--- config.mk ---
export PLATFORM = sky130hd
export DESIGN_NAME = contador_barrido
export DESIGN_NICKNAME = d
export VERILOG_FILES = /design/src/rtl/contador_barrido.sv
export SDC_FILE = /design/constraint.sdc
export NUM_CORES = 1
export LEC_CHECK = 0
export ABC_AREA = 1
export BUFFER_PORTS_ARGS = -buffer_cell sky130_fd_sc_hd__buf_2
export CELL_PAD_IN_SITES_DETAIL_PLACEMENT = 1
export CELL_PAD_IN_SITES_GLOBAL_PLACEMENT = 1
export CORE_MARGIN = 1
export CORE_UTILIZATION = 40
export CTS_CLUSTER_SIZE = 28
export DETAILED_ROUTE_END_ITERATION = 8
export PLACE_DENSITY_LB_ADDON = 0.1
export SYNTH_ARGS = -nofsm -noshare
export SYNTH_HDL_FRONTEND = slang
export SYNTH_SLANG_ARGS = --single-unit
--- constraint.sdc ---
create_clock -name Reloj -period 2.5 [get_ports Reloj]
set_input_delay 0.25 -clock Reloj [delete_from_list [all_inputs] [get_ports Reloj]]
set_output_delay 0.25 -clock Reloj [all_outputs]
set_load 0.01 [all_outputs]
--- src/rtl/contador_barrido.sv ---
// Scan generator for the 2-to-4 decoder: cycles Seleccion with a programmable
// dwell, optional blanking gap and single-step. Optional macro: BARRIDO_MASCARA_EN.
module contador_barrido #(
    parameter int unsigned ANCHO_PRESC        = 16,
    parameter int unsigned CUENTA_PERMANENCIA = 49999,
    parameter int unsigned CICLOS_BLANCO      = 4
) (
    input  logic       Reloj,
    input  logic       Reset_n,
    input  logic       Habilitar,
    input  logic       Paso,
`ifdef BARRIDO_MASCARA_EN
    input  logic [3:0] Mascara,
`endif
    output logic [1:0] Seleccion,
    output logic       Valida,
    output logic       FinBarrido
);

    typedef enum logic [1:0] {REPOSO, ACTIVO, BLANCO} estado_t;

    localparam logic [ANCHO_PRESC-1:0] FIN_PERM   = ANCHO_PRESC'(CUENTA_PERMANENCIA);
    localparam logic [ANCHO_PRESC-1:0] FIN_BLANCO =
        ANCHO_PRESC'((CICLOS_BLANCO > 0) ? CICLOS_BLANCO - 1 : 0);
    localparam bit HAY_BLANCO = (CICLOS_BLANCO > 0);

    estado_t                estado, estado_sig;
    logic [ANCHO_PRESC-1:0] cuenta, cuenta_sig;
    logic [1:0]             sel_sig, sel_nueva;
    logic                   valida_sig, fin_sig, avanzar, vuelta;

`ifdef BARRIDO_MASCARA_EN
    // Search upward from Seleccion+1; k=4 lands on Seleccion itself, so a
    // single enabled index holds and counts as a wrap. Empty mask: no move.
    logic [1:0] cand;
    logic       encontrado;
    always_comb begin
        sel_nueva  = Seleccion;
        encontrado = 1'b0;
        cand       = '0;
        for (int unsigned k = 1; k <= 4; k++) begin
            cand = Seleccion + 2'(k);
            if (!encontrado && Mascara[cand]) begin
                sel_nueva  = cand;
                encontrado = 1'b1;
            end
        end
        vuelta = encontrado && (sel_nueva <= Seleccion);
    end
`else
    always_comb begin
        sel_nueva = Seleccion + 2'd1;
        vuelta    = (Seleccion == 2'd3);
    end
`endif

    always_comb begin
        estado_sig = estado;
        cuenta_sig = cuenta;
        valida_sig = 1'b0;
        avanzar    = 1'b0;
        unique case (estado)
            REPOSO: begin
                if (Habilitar) begin
                    estado_sig = ACTIVO;
                    cuenta_sig = '0;
                    valida_sig = 1'b1;
                end else if (Paso) begin
                    avanzar = 1'b1;
                end
            end
            ACTIVO: begin
                if (!Habilitar) begin
                    estado_sig = REPOSO;
                    cuenta_sig = '0;
                end else if (cuenta == FIN_PERM) begin
                    avanzar    = 1'b1;
                    cuenta_sig = '0;
                    if (HAY_BLANCO) begin
                        estado_sig = BLANCO;
                    end else begin
                        valida_sig = 1'b1;
                    end
                end else begin
                    cuenta_sig = cuenta + ANCHO_PRESC'(1);
                    valida_sig = 1'b1;
                end
            end
            BLANCO: begin
                if (!Habilitar) begin
                    estado_sig = REPOSO;
                    cuenta_sig = '0;
                end else if (cuenta == FIN_BLANCO) begin
                    estado_sig = ACTIVO;
                    cuenta_sig = '0;
                    valida_sig = 1'b1;
                end else begin
                    cuenta_sig = cuenta + ANCHO_PRESC'(1);
                end
            end
            default: begin
                estado_sig = REPOSO;
                cuenta_sig = '0;
            end
        endcase
        sel_sig = avanzar ? sel_nueva : Seleccion;
        fin_sig = avanzar && vuelta;
`ifdef BARRIDO_MASCARA_EN
        if (Mascara == 4'b0000) valida_sig = 1'b0;
`endif
    end

    always_ff @(posedge Reloj or negedge Reset_n) begin
        if (!Reset_n) begin
            estado     <= REPOSO;
            cuenta     <= '0;
            Seleccion  <= '0;
            Valida     <= 1'b0;
            FinBarrido <= 1'b0;
        end else begin
            estado     <= estado_sig;
            cuenta     <= cuenta_sig;
            Seleccion  <= sel_sig;
            Valida     <= valida_sig;
            FinBarrido <= fin_sig;
        end
    end

endmodule

Yosys cells after proc, flatten, opt, wreduce, memory -nomap -nowiden
Index checks and enable logic that the tools add are counted.

Bits in registers: 22. Output and inout port bits: 4. Bits of input ports: 4. Word-level logic and storage cells: 41.

Muxes and demuxes: 23. Equal/unequal tests: 8. Add/sub/neg operators: 2. Reduce and logical (&&, ||, !) cells: 3.

Operators with widths (number): $mux 16 (5); $pmux 16 s3 (1); $add 16x1->16 const B (1); $eq 16x16->1 const B (1); $eq 16x2->1 const B (1); $mux 2 (5); $mux 1 (9); $ne 3x3->1 const B (2); $pmux 2 s3 (1); $eq 2x2->1 const B (2); $pmux 1 s3 (1); $reduce_and 3->1 (1); $add 2x1->2 const B (1); $eq 2x1->1 const B (1); $logic_not 2->1 (1); $ne 2x2->1 const B (1); $pmux 1 s2 (1); $logic_and 1x1->1 (1).

Longest topological paths before layout
Gate-level depths: netlist of the first run.

Word-level depth: 5. Mapped depth: 11. Mapped depth without buffers: 11.

Worst setup path after synthesis of the first run
Ideal clock, no wire load.

Path kind: reg-to-reg. Start: register estado[0]. End: register cuenta[0]. Cell stages (with the launch flop): 8. Clock period less this slack: 1.403 ns. Arrival: 1.326 ns. Slack: 1.097 ns. Cells stage by stage: dfrtp_1 -> inv_1 -> ha_1 -> nand2_2 -> inv_1 -> clkbuf_1 -> nor2_1 -> a21oi_1.

Word-level cells in the longest chain between the ends: 2. Elaborated cells between the ends (all ways): 5. Those cells by class: 3 x eq/ne; 1 x mux; 1 x reduce/logical.

RTL lines: start, declared (line 27) `estado_t estado, estado_sig;`; start signal, assigned (line 121) `estado <= estado_sig;`; $eq 2x2->1, or another cell as far along (line 62) `unique case (estado)`; $pmux 16 s3 or $ne 2x2->1 (tied branches); end signal, assigned (line 122) `cuenta <= cuenta_sig;`; end, declared (line 28) `logic [ANCHO_PRESC-1:0] cuenta, cuenta_sig;`.

Parallel ways exist; a longest one is shown, timed or not. A chain may end at the register's enable or synchronous reset.

Worst setup path in the final report of the first run
Start: register estado[0]. End: register Seleccion[0].

Word-level cells in the longest chain between the ends: 2. Elaborated cells between the ends (all ways): 3. Those cells by class: 1 x eq/ne; 1 x mux; 1 x reduce/logical.

RTL lines: $eq 2x1->1 or $logic_not 2->1 (tied branches) (line 62); $pmux 1 s2 (*) (line 62); end signal, assigned (line 123) `Seleccion <= sel_sig;`; end, declared (line 15) `output logic [1:0] Seleccion,`.

Mark *: on every way between the ends. The rest lies on a longest branch, timed or not.

==> results of run 1 <==
sequential cells by signal, indices dropped and copies added, names as in the netlist:
signal,flops
Valida,1
estado,2
cuenta,16
FinBarrido,1
Seleccion,2
power groups by stage:
stage	registers, mW	clock network (mW)	logic, mW
after global placement	0.450	0	0.403
after detailed placement	0.458	0	0.415
after global routing	0.461	0.305	0.471
after floorplan	0.459	0	0.295
after CTS	0.451	0.295	0.420
final	0.449	0.287	0.411
cells in the final DEF (no fill, tap or decap), drive strengths merged:
cell type and count:
nand2 67, nor2 37, inv 24, dfrtp 22, nand3 11, a21oi 9
o21ai 9, buf 7, xor2 6, ha 6, nand4 5, clkbuf 3
nor3 2, and2 1, o21bai 1, o211ai 1, xnor2 1, bufinv 1
dlygate4sd3 1
metal layers:
metal,track usage,share of wire,vias up,wire (µm)
met5,0,0,-,0
met4,0.0785,0.015,0,55
met3,0.0274,0.010,4,37
met2,0.383,0.49,6,1770
met1,0.274,0.49,604,1770
li1,-,-,662,-
worst max-delay path: cells and delay by family (launching register included):
family	cells	cell delay, ps
DFF	1	440
adders and majority gates	1	210
xor gates and xnor gates	1	160
and+or+nand+nor	2	320
buffers and inverters	2	560
AOI/OAI and AO/OA	1	120
final cells by class:
cell class	instances	area share
clock buffer	3	0.0140
timing repair buffer	8	0.0281
inverter	24	0.0561
tap	46	0.0359
sequential	22	0.343
clock inverter	1	0.0187
multi-input combinational	156	0.504
kinds of logic after synthesis:
group / Yosys count / share of synthesized area
AOI/OAI and AO/OA: 20 / 0.0742
adders and majority gates: 6 / 0.0511
and+or+nand+nor: 123 / 0.384
buffers and inverters: 28 / 0.0733
DFF: 22 / 0.375
xor gates and xnor gates: 7 / 0.0418
timing repair:
action	CTS	global route
endpoints found under the hold margin	22	0
hold buffers	1	0
setup endpoints to repair	0	0
metrics by stage:
step	power, mW	instance area (µm²)
6_report	1.15	1610
5_1_grt	1.24	1610
4_1_cts	1.17	1610
3_5_place_dp	0.873	1540
3_3_place_gp	0.853	1540
2_1_floorplan	0.754	1470
how the worst max path moves through the flow:
stage	startpoint	to	slack, ps
floorplan	estado[0]	cuenta[0]	1100
global placement	estado[0]	Seleccion[0]	720
detailed placement	estado[0]	Seleccion[0]	630
CTS	estado[0]	Seleccion[0]	620
global route	estado[0]	cuenta[4]	440
finish	estado[0]	Seleccion[0]	630
==> impl_metrics.env, run 1 <==
export IMPL_ant_nets=0
export IMPL_grt_pass1_wl_um=6620
export IMPL_die_area_um2=3920
export IMPL_routed_wirelength_um=3630
export IMPL_cp_data_required_time_ps=2760
export IMPL_fin_cells=260
export IMPL_diodes=0
export IMPL_yosys_top_cells_area="dfrtp_1, nand2_1, nor2_1"
export IMPL_final_util=0.470
export IMPL_pre_cts_ws_ps=628
export IMPL_seqPwrFrac=0.391
export IMPL_hold_viol_final=0
export IMPL_postSynthCellCount=206
export IMPL_critPathArrivalTime_ps=2130
export IMPL_endpoint_kind="flip-flop"
export IMPL_fmax_mhz=535
export IMPL_ys_warn_count=0
export IMPL_cts_root_buf="clkbuf_4"
export IMPL_syn2layout_area_growth_pct=9.38
export IMPL_critical_path_cell_chain="inv_1, ha_1, nand2_2, inv_1, nand2_1, o21ai_2, xor2_1"
export IMPL_max_stage_delay_ps=460
export IMPL_r2r_end="Seleccion[0]"
export IMPL_start_kind="flip-flop"
export IMPL_combPwrFrac=0.359
export IMPL_clkPwrFrac=0.250
export IMPL_fin_nets=225
export IMPL_die_height_um=62.6
export IMPL_power_density_nw_per_um2=715
export IMPL_fin_crit_sh=0.748
export IMPL_synth_seq_cells=22
export IMPL_wl_per_cell_um=14.0
export IMPL_syn_avg_cell_area_um2=7.12
export IMPL_crit_top_cell="inv_1"
export IMPL_first_pass_iters=4
export IMPL_synth_seq_area_share=0.375
export IMPL_path_class="flip-flop to flip-flop"
export IMPL_peakVddDrop_mv=0.373
export IMPL_gp_congestion=0.793
export IMPL_timing_hold_ws_ps=196
export IMPL_drc_errors=0
export IMPL_synthFlopType="dfrtp_1"
export IMPL_finalSetupTns_ps=0
export IMPL_yosysTopAreaCell="dfrtp_1"
export IMPL_ios=8
export IMPL_cts_buffers=3
export IMPL_ys_top_cells_by_count="nand2_1, nor2_1, dfrtp_1, inv_1, nand3_1"
export IMPL_design_core_area_um2=3420
export IMPL_clk_pin_slew_worst_paths_ps=140
export IMPL_setup_violations=0
export IMPL_hp_class="input pin to flip-flop"
export IMPL_fill_cells=464
export IMPL_worst_skew_pair_late_latency_ps=330
export IMPL_p_sw_mw=0.445
export IMPL_sw_frac_of_total=0.388
export IMPL_internal_power_mw=0.702
export IMPL_fin_skew_ps=10.5
export IMPL_syn_area_um2=1470
export IMPL_yosys_cell_types_count=27
export IMPL_drv_slew=0
export IMPL_multiInputGateArea_um2=810
export IMPL_h_tree_depth=1
export IMPL_yosysMostFrequentCell="nand2_1"
export IMPL_synth_edf_count=0
export IMPL_place_inst=255
export IMPL_cts_tree="done"
export IMPL_synthArstFlopShare=1.00
export IMPL_crit_slowest_cell="inv_1"
export IMPL_antenna_found_initial=0
export IMPL_cts_resized=0
export IMPL_slew_headroom=0.652
export IMPL_track_usage=0.219
export IMPL_post_cts_buffers=0
export IMPL_seq_area_um2=551
export IMPL_status="completed"
export IMPL_worst_pin_slew_ps=522
export IMPL_leakagePower_nw=0.769
export IMPL_clk_path_buf_depth=2
export IMPL_via_count=1276
export IMPL_drv_cap=0
export IMPL_start_util=0.430
export IMPL_r2r_start="estado[0]"
export IMPL_yosysTopAreaCellShare=0.375
export IMPL_cts_num_sinks=22
export IMPL_layout_min_cycle_time_ps=1870
export IMPL_viasPerCell=4.91
export IMPL_portBuffers=7
export IMPL_rsz0062_at_grt="no"
export IMPL_rows=21
export IMPL_post_dp_hpwl_um=2790
export IMPL_drtIter0Drc=51
export IMPL_first_global_vias=1415
export IMPL_holdPathEnd="Valida"
export IMPL_grt_remaining_overflow=0
export IMPL_crit_path_max_fanout=15
export IMPL_synth_nets=216
export IMPL_drive_above_1_share=0.131
export IMPL_min_from="Habilitar"
export IMPL_die_x_um=62.6
export IMPL_grt_max_degree=23
export IMPL_setup_ws_ps=630
export IMPL_whs_path_depth=3
export IMPL_r2r_cells=7
export IMPL_rrSetupSlack_ps=630
Power figures use the tool's default switching activity.
==> inputs of run 2 (changes only) <==
==> constraint.sdc (replaced) <==
create_clock -name Reloj -period 1.9 [get_ports Reloj]
set_input_delay 0.19 -clock Reloj [delete_from_list [all_inputs] [get_ports Reloj]]
set_output_delay 0.19 -clock Reloj [all_outputs]
set_load 0.01 [all_outputs]
==> impl_metrics.env, run 2 (synthesized netlist as in run 1, its figures left out) <==
export IMPL_gp_congestion=0.818
export IMPL_layout_min_cycle_time_ps=1620
export IMPL_start_util=0.430
export IMPL_path_class="flip-flop to flip-flop"
export IMPL_track_usage=0.208
export IMPL_regMostFlops="cuenta"
export IMPL_cts_num_sinks=22
export IMPL_cts_root_buf="clkbuf_4"
export IMPL_worst_skew_pair_late_latency_ps=320
export IMPL_max_stage_delay_ps=420
export IMPL_antenna_found_initial=0
export IMPL_setup_violations=0
export IMPL_clk_path_buf_depth=2
export IMPL_h_tree_depth=1
export IMPL_status="completed"
export IMPL_drc_errors=0
export IMPL_fmax_mhz=616
export IMPL_fin_crit_sh=0.855
export IMPL_cp_data_required_time_ps=2110
export IMPL_cts_buffers=3
export IMPL_final_common_cell="nand2_1"
export IMPL_grt_remaining_overflow=0
export IMPL_start_kind="flip-flop"
export IMPL_first_pass_iters=4
export IMPL_hp_class="input pin to flip-flop"
export IMPL_critPathBufInv=1
export IMPL_first_global_vias=1339
export IMPL_slew_headroom=0.661
export IMPL_critPathArrivalTime_ps=1840
export IMPL_routed_wirelength_um=3620
export IMPL_fin_skew_ps=3.18
export IMPL_portBuffers=7
export IMPL_drv_cap=0
export IMPL_fin_cells=262
export IMPL_crit_slowest_cell="dfrtp_1"
export IMPL_ant_nets=0
export IMPL_syn2layout_area_growth_pct=10.4
export IMPL_total_power_mw=1.53
export IMPL_endpoint_kind="flip-flop"
export IMPL_fin_nets=227
export IMPL_wl_per_cell_um=13.8
export IMPL_grt_pass1_wl_um=6380
export IMPL_cp_top_family="simple AND/OR/NAND/NOR gates"
export IMPL_grt_max_degree=23
export IMPL_top_regs="cuenta x16, Seleccion x2, estado x2"
export IMPL_die_x_um=62.6
export IMPL_ios=8
export IMPL_place_inst=257
export IMPL_cts_resized=0
export IMPL_final_area_um2=1620
export IMPL_die_height_um=62.6
export IMPL_dpl_cell_area_um2=1560
export IMPL_drive_above_1_share=0.139
export IMPL_crit_top_cell="nand2_1"
export IMPL_drtIter0Drc=43
export IMPL_crit_path_max_fanout=10
export IMPL_design_core_area_um2=3420
export IMPL_critical_path_cell_chain="ha_1, inv_1, nor2_1, nand2_1, nor2_2, nand2_1, nand2_2, nand2_8, nand2_4, a21oi_1"
export IMPL_finalSetupTns_ps=0
export IMPL_mostFrequentLayoutCells="nand2_1, nor2_1, dfrtp_1, inv_1, nand3_1"
export IMPL_worst_pin_slew_ps=509
export IMPL_leakagePower_nw=0.779
export IMPL_diodes=0
export IMPL_drv_slew=0
export IMPL_peakVddDrop_mv=0.537
export IMPL_via_count=1298
export IMPL_rsz0062_at_grt="no"
export IMPL_power_density_nw_per_um2=944
export IMPL_hold_viol_final=0
export IMPL_post_dp_hpwl_um=2820
export IMPL_rows=21
export IMPL_cts_tree="done"
export IMPL_clk_pin_slew_worst_paths_ps=130
export IMPL_largest_reg_flops=16
export IMPL_viasPerCell=4.95
export IMPL_final_util=0.474
export IMPL_die_area_um2=3920
-- run 2: cell types whose count changed in the layout (fill, tap and decap cells not counted), sizes merged --
cell	previous run	this run
buf	7	9
-- run 2: final timing paths --
path | start | end | slack, ps | depth (start not counted)
max | cuenta[0] | cuenta[6] | 280 | 10
min | Habilitar | Valida | 130 | 3
max reg2reg | cuenta[0] | cuenta[6] | 280 | 10
min reg2reg | Seleccion[0] | Seleccion[0] | 500 | 1
max in group asynchronous | Reset_n | cuenta[3] | 1210 | 2
min in group asynchronous | Reset_n | cuenta[13] | 360 | 2
-- run 2: metrics by stage --
step | worst slack [ps] | hold slack, ps
floorplan | 497 | -106
detailed placement | 304 | 200
CTS | 251 | 124
finish | 276 | 135
global placement | 337 | 184
global route | 112 | 154
-- run 2: what timing repair did --
item,4_1_cts,5_1_grt
hold endpoints to repair,22,0
buffers inserted,0,0
hold buffers,1,0
-- run 2: metal layers --
layer,vias up,wire length [µm],GRT usage
met4,0,22,0.0349
met2,15,1810,0.360
li1,665,-,-
met1,616,1700,0.274
met5,-,0,0
met3,2,85,0.0383
-- run 2: tightest hold or removal path, delay by kind of cell --
kind / cells / cell delay (ps)
compound gates: 1 / 60
buf+inv: 1 / 120
simple gates: 1 / 60
-- run 2: final cells by class --
| type | count | area, µm² |
|---|---|---|
| fill | 463 | 1800 |
| multi-input combinational | 156 | 810 |
| sequential | 22 | 551 |
| inverter | 24 | 90.1 |
| timing repair buffer | 10 | 60.1 |
| tap | 46 | 57.6 |
| clock inverter | 1 | 30.0 |
| clock buffer | 3 | 22.5 |
-- run 2: power breakdown --
part           switching, mW  internal, mW  leakage (nW)
clock network          0.159         0.213        0.0279
logic                  0.376         0.195         0.453
registers             0.0525         0.533         0.298
==> inputs of run 3 (changes only) <==
==> constraint.sdc (replaced) <==
create_clock -name Reloj -period 1.9 [get_ports Reloj]
set_input_delay 0.38 -clock Reloj [delete_from_list [all_inputs] [get_ports Reloj]]
set_output_delay 0.38 -clock Reloj [all_outputs]
set_load 0.01 [all_outputs]
==> impl_metrics.env, run 3 (synthesized netlist as in run 1, its figures left out) <==
export IMPL_ios=8
export IMPL_cts_buffers=3
export IMPL_h_tree_depth=1
export IMPL_drc_errors=0
export IMPL_routed_wirelength_um=3620
export IMPL_design_core_area_um2=3420
export IMPL_wl_per_cell_um=13.9
export IMPL_start_kind="flip-flop"
export IMPL_track_usage=0.208
export IMPL_first_global_vias=1330
export IMPL_setup_ws_ps=275
export IMPL_r2r_start="cuenta[0]"
export IMPL_mostFrequentLayoutCells="nand2_1, nor2_1, dfrtp_1, inv_1, nand3_1"
export IMPL_cts_num_sinks=22
export IMPL_clk_path_buf_depth=2
export IMPL_fin_cells=261
export IMPL_rrSetupSlack_ps=280
export IMPL_place_inst=257
export IMPL_clk_pin_slew_worst_paths_ps=130
export IMPL_worst_skew_pair_late_latency_ps=320
export IMPL_drv_cap=0
export IMPL_grt_max_degree=23
export IMPL_drtIter0Drc=48
export IMPL_portBuffers=7
export IMPL_final_common_cell="nand2_1"
export IMPL_grt_pass1_wl_um=6350
export IMPL_cts_resized=0
export IMPL_syn2layout_area_growth_pct=9.72
export IMPL_crit_path_max_fanout=10
export IMPL_grt_remaining_overflow=0
export IMPL_worst_pin_slew_ps=524
export IMPL_peakVddDrop_mv=0.537
export IMPL_crit_start="cuenta[0]"
export IMPL_regMostFlops="cuenta"
export IMPL_fin_crit_sh=0.855
export IMPL_cts_hold_buf=0
export IMPL_gp_congestion=0.818
export IMPL_setup_violations=0
export IMPL_cp_data_required_time_ps=2110
export IMPL_die_height_um=62.6
export IMPL_layout_min_cycle_time_ps=1620
export IMPL_die_x_um=62.6
export IMPL_antenna_found_initial=0
export IMPL_fmax_mhz=616
export IMPL_via_count=1295
export IMPL_cts_tree="done"
export IMPL_rsz0062_at_grt="no"
export IMPL_r2r_cells=10
export IMPL_first_pass_iters=4
export IMPL_leakagePower_nw=0.775
export IMPL_largest_reg_flops=16
export IMPL_hp_class="input pin to asynchronous set/reset pin"
export IMPL_finalSetupTns_ps=0
export IMPL_path_class="flip-flop to flip-flop"
export IMPL_status="completed"
export IMPL_slew_headroom=0.651
export IMPL_diodes=0
export IMPL_cts_root_buf="clkbuf_4"
export IMPL_viasPerCell=4.96
export IMPL_hold_viol_final=0
export IMPL_drive_above_1_share=0.140
export IMPL_top_regs="cuenta x16, Seleccion x2, estado x2"
export IMPL_r2r_end="cuenta[6]"
export IMPL_fin_skew_ps=3.19
export IMPL_fin_nets=226
export IMPL_power_density_nw_per_um2=949
export IMPL_critPathArrivalTime_ps=1840
export IMPL_post_cts_buffers=0
export IMPL_pre_cts_ws_ps=304
export IMPL_post_dp_hpwl_um=2820
export IMPL_rows=21
export IMPL_drv_slew=0
export IMPL_ant_nets=0
export IMPL_start_util=0.430
export IMPL_endpoint_kind="flip-flop"
export IMPL_die_area_um2=3920
run 3: worst max path at each step:
stage	endpoint	slack [ps]	depth (start not counted)
after global placement	cuenta[3]	340	10
after CTS	cuenta[6]	250	10
after global routing	cuenta[6]	110	10
after floorplan	cuenta[0]	500	7
after detailed placement	cuenta[6]	300	10
final	cuenta[6]	280	10
run 3: area by class of cell:
cell class | instances | area, µm²
multi-input cells | 156 | 810
repair buffers | 9 | 50.0
well taps | 46 | 57.6
fillers | 462 | 1810
inverters | 24 | 90.1
clock inverters | 1 | 30.0
flip-flops and latches | 22 | 551
clock buffers | 3 | 22.5
run 3: worst max-delay path, cell delays in order, from the launching register on:
cell and delay, ps:
dfrtp_1 420, ha_1 240, inv_1 50, nor2_1 80, nand2_1 70, nor2_2 130
nand2_1 90, nand2_2 110, nand2_8 90, nand2_4 130, a21oi_1 100
run 3: power breakdown:
part / total, mW / internal (mW) / switching [mW]
logic: 0.570 / 0.194 / 0.376
clock network: 0.372 / 0.213 / 0.159
registers: 0.586 / 0.533 / 0.0525
run 3: stage by stage:
step / power [mW] / hold slack (ps) / area, µm² / util
finish: 1.53 / 13.6 / 1610 / 0.471
global route: 1.64 / 23.8 / 1610 / 0.471
CTS: 1.55 / 19.1 / 1610 / 0.471
detailed placement: 1.17 / 390 / 1560 / 0.456
global placement: 1.15 / 374 / 1560 / 0.456
floorplan: 0.992 / 84.4 / 1470 / -
run 3: per-layer routing:
metal,wire [µm],vias up,part of all wire,GRT usage
met4,22,0,0.0061,0.0349
met2,1820,15,0.50,0.361
met5,0,-,0,0
met1,1690,615,0.47,0.271
li1,-,663,-,-
met3,87,2,0.024,0.0383
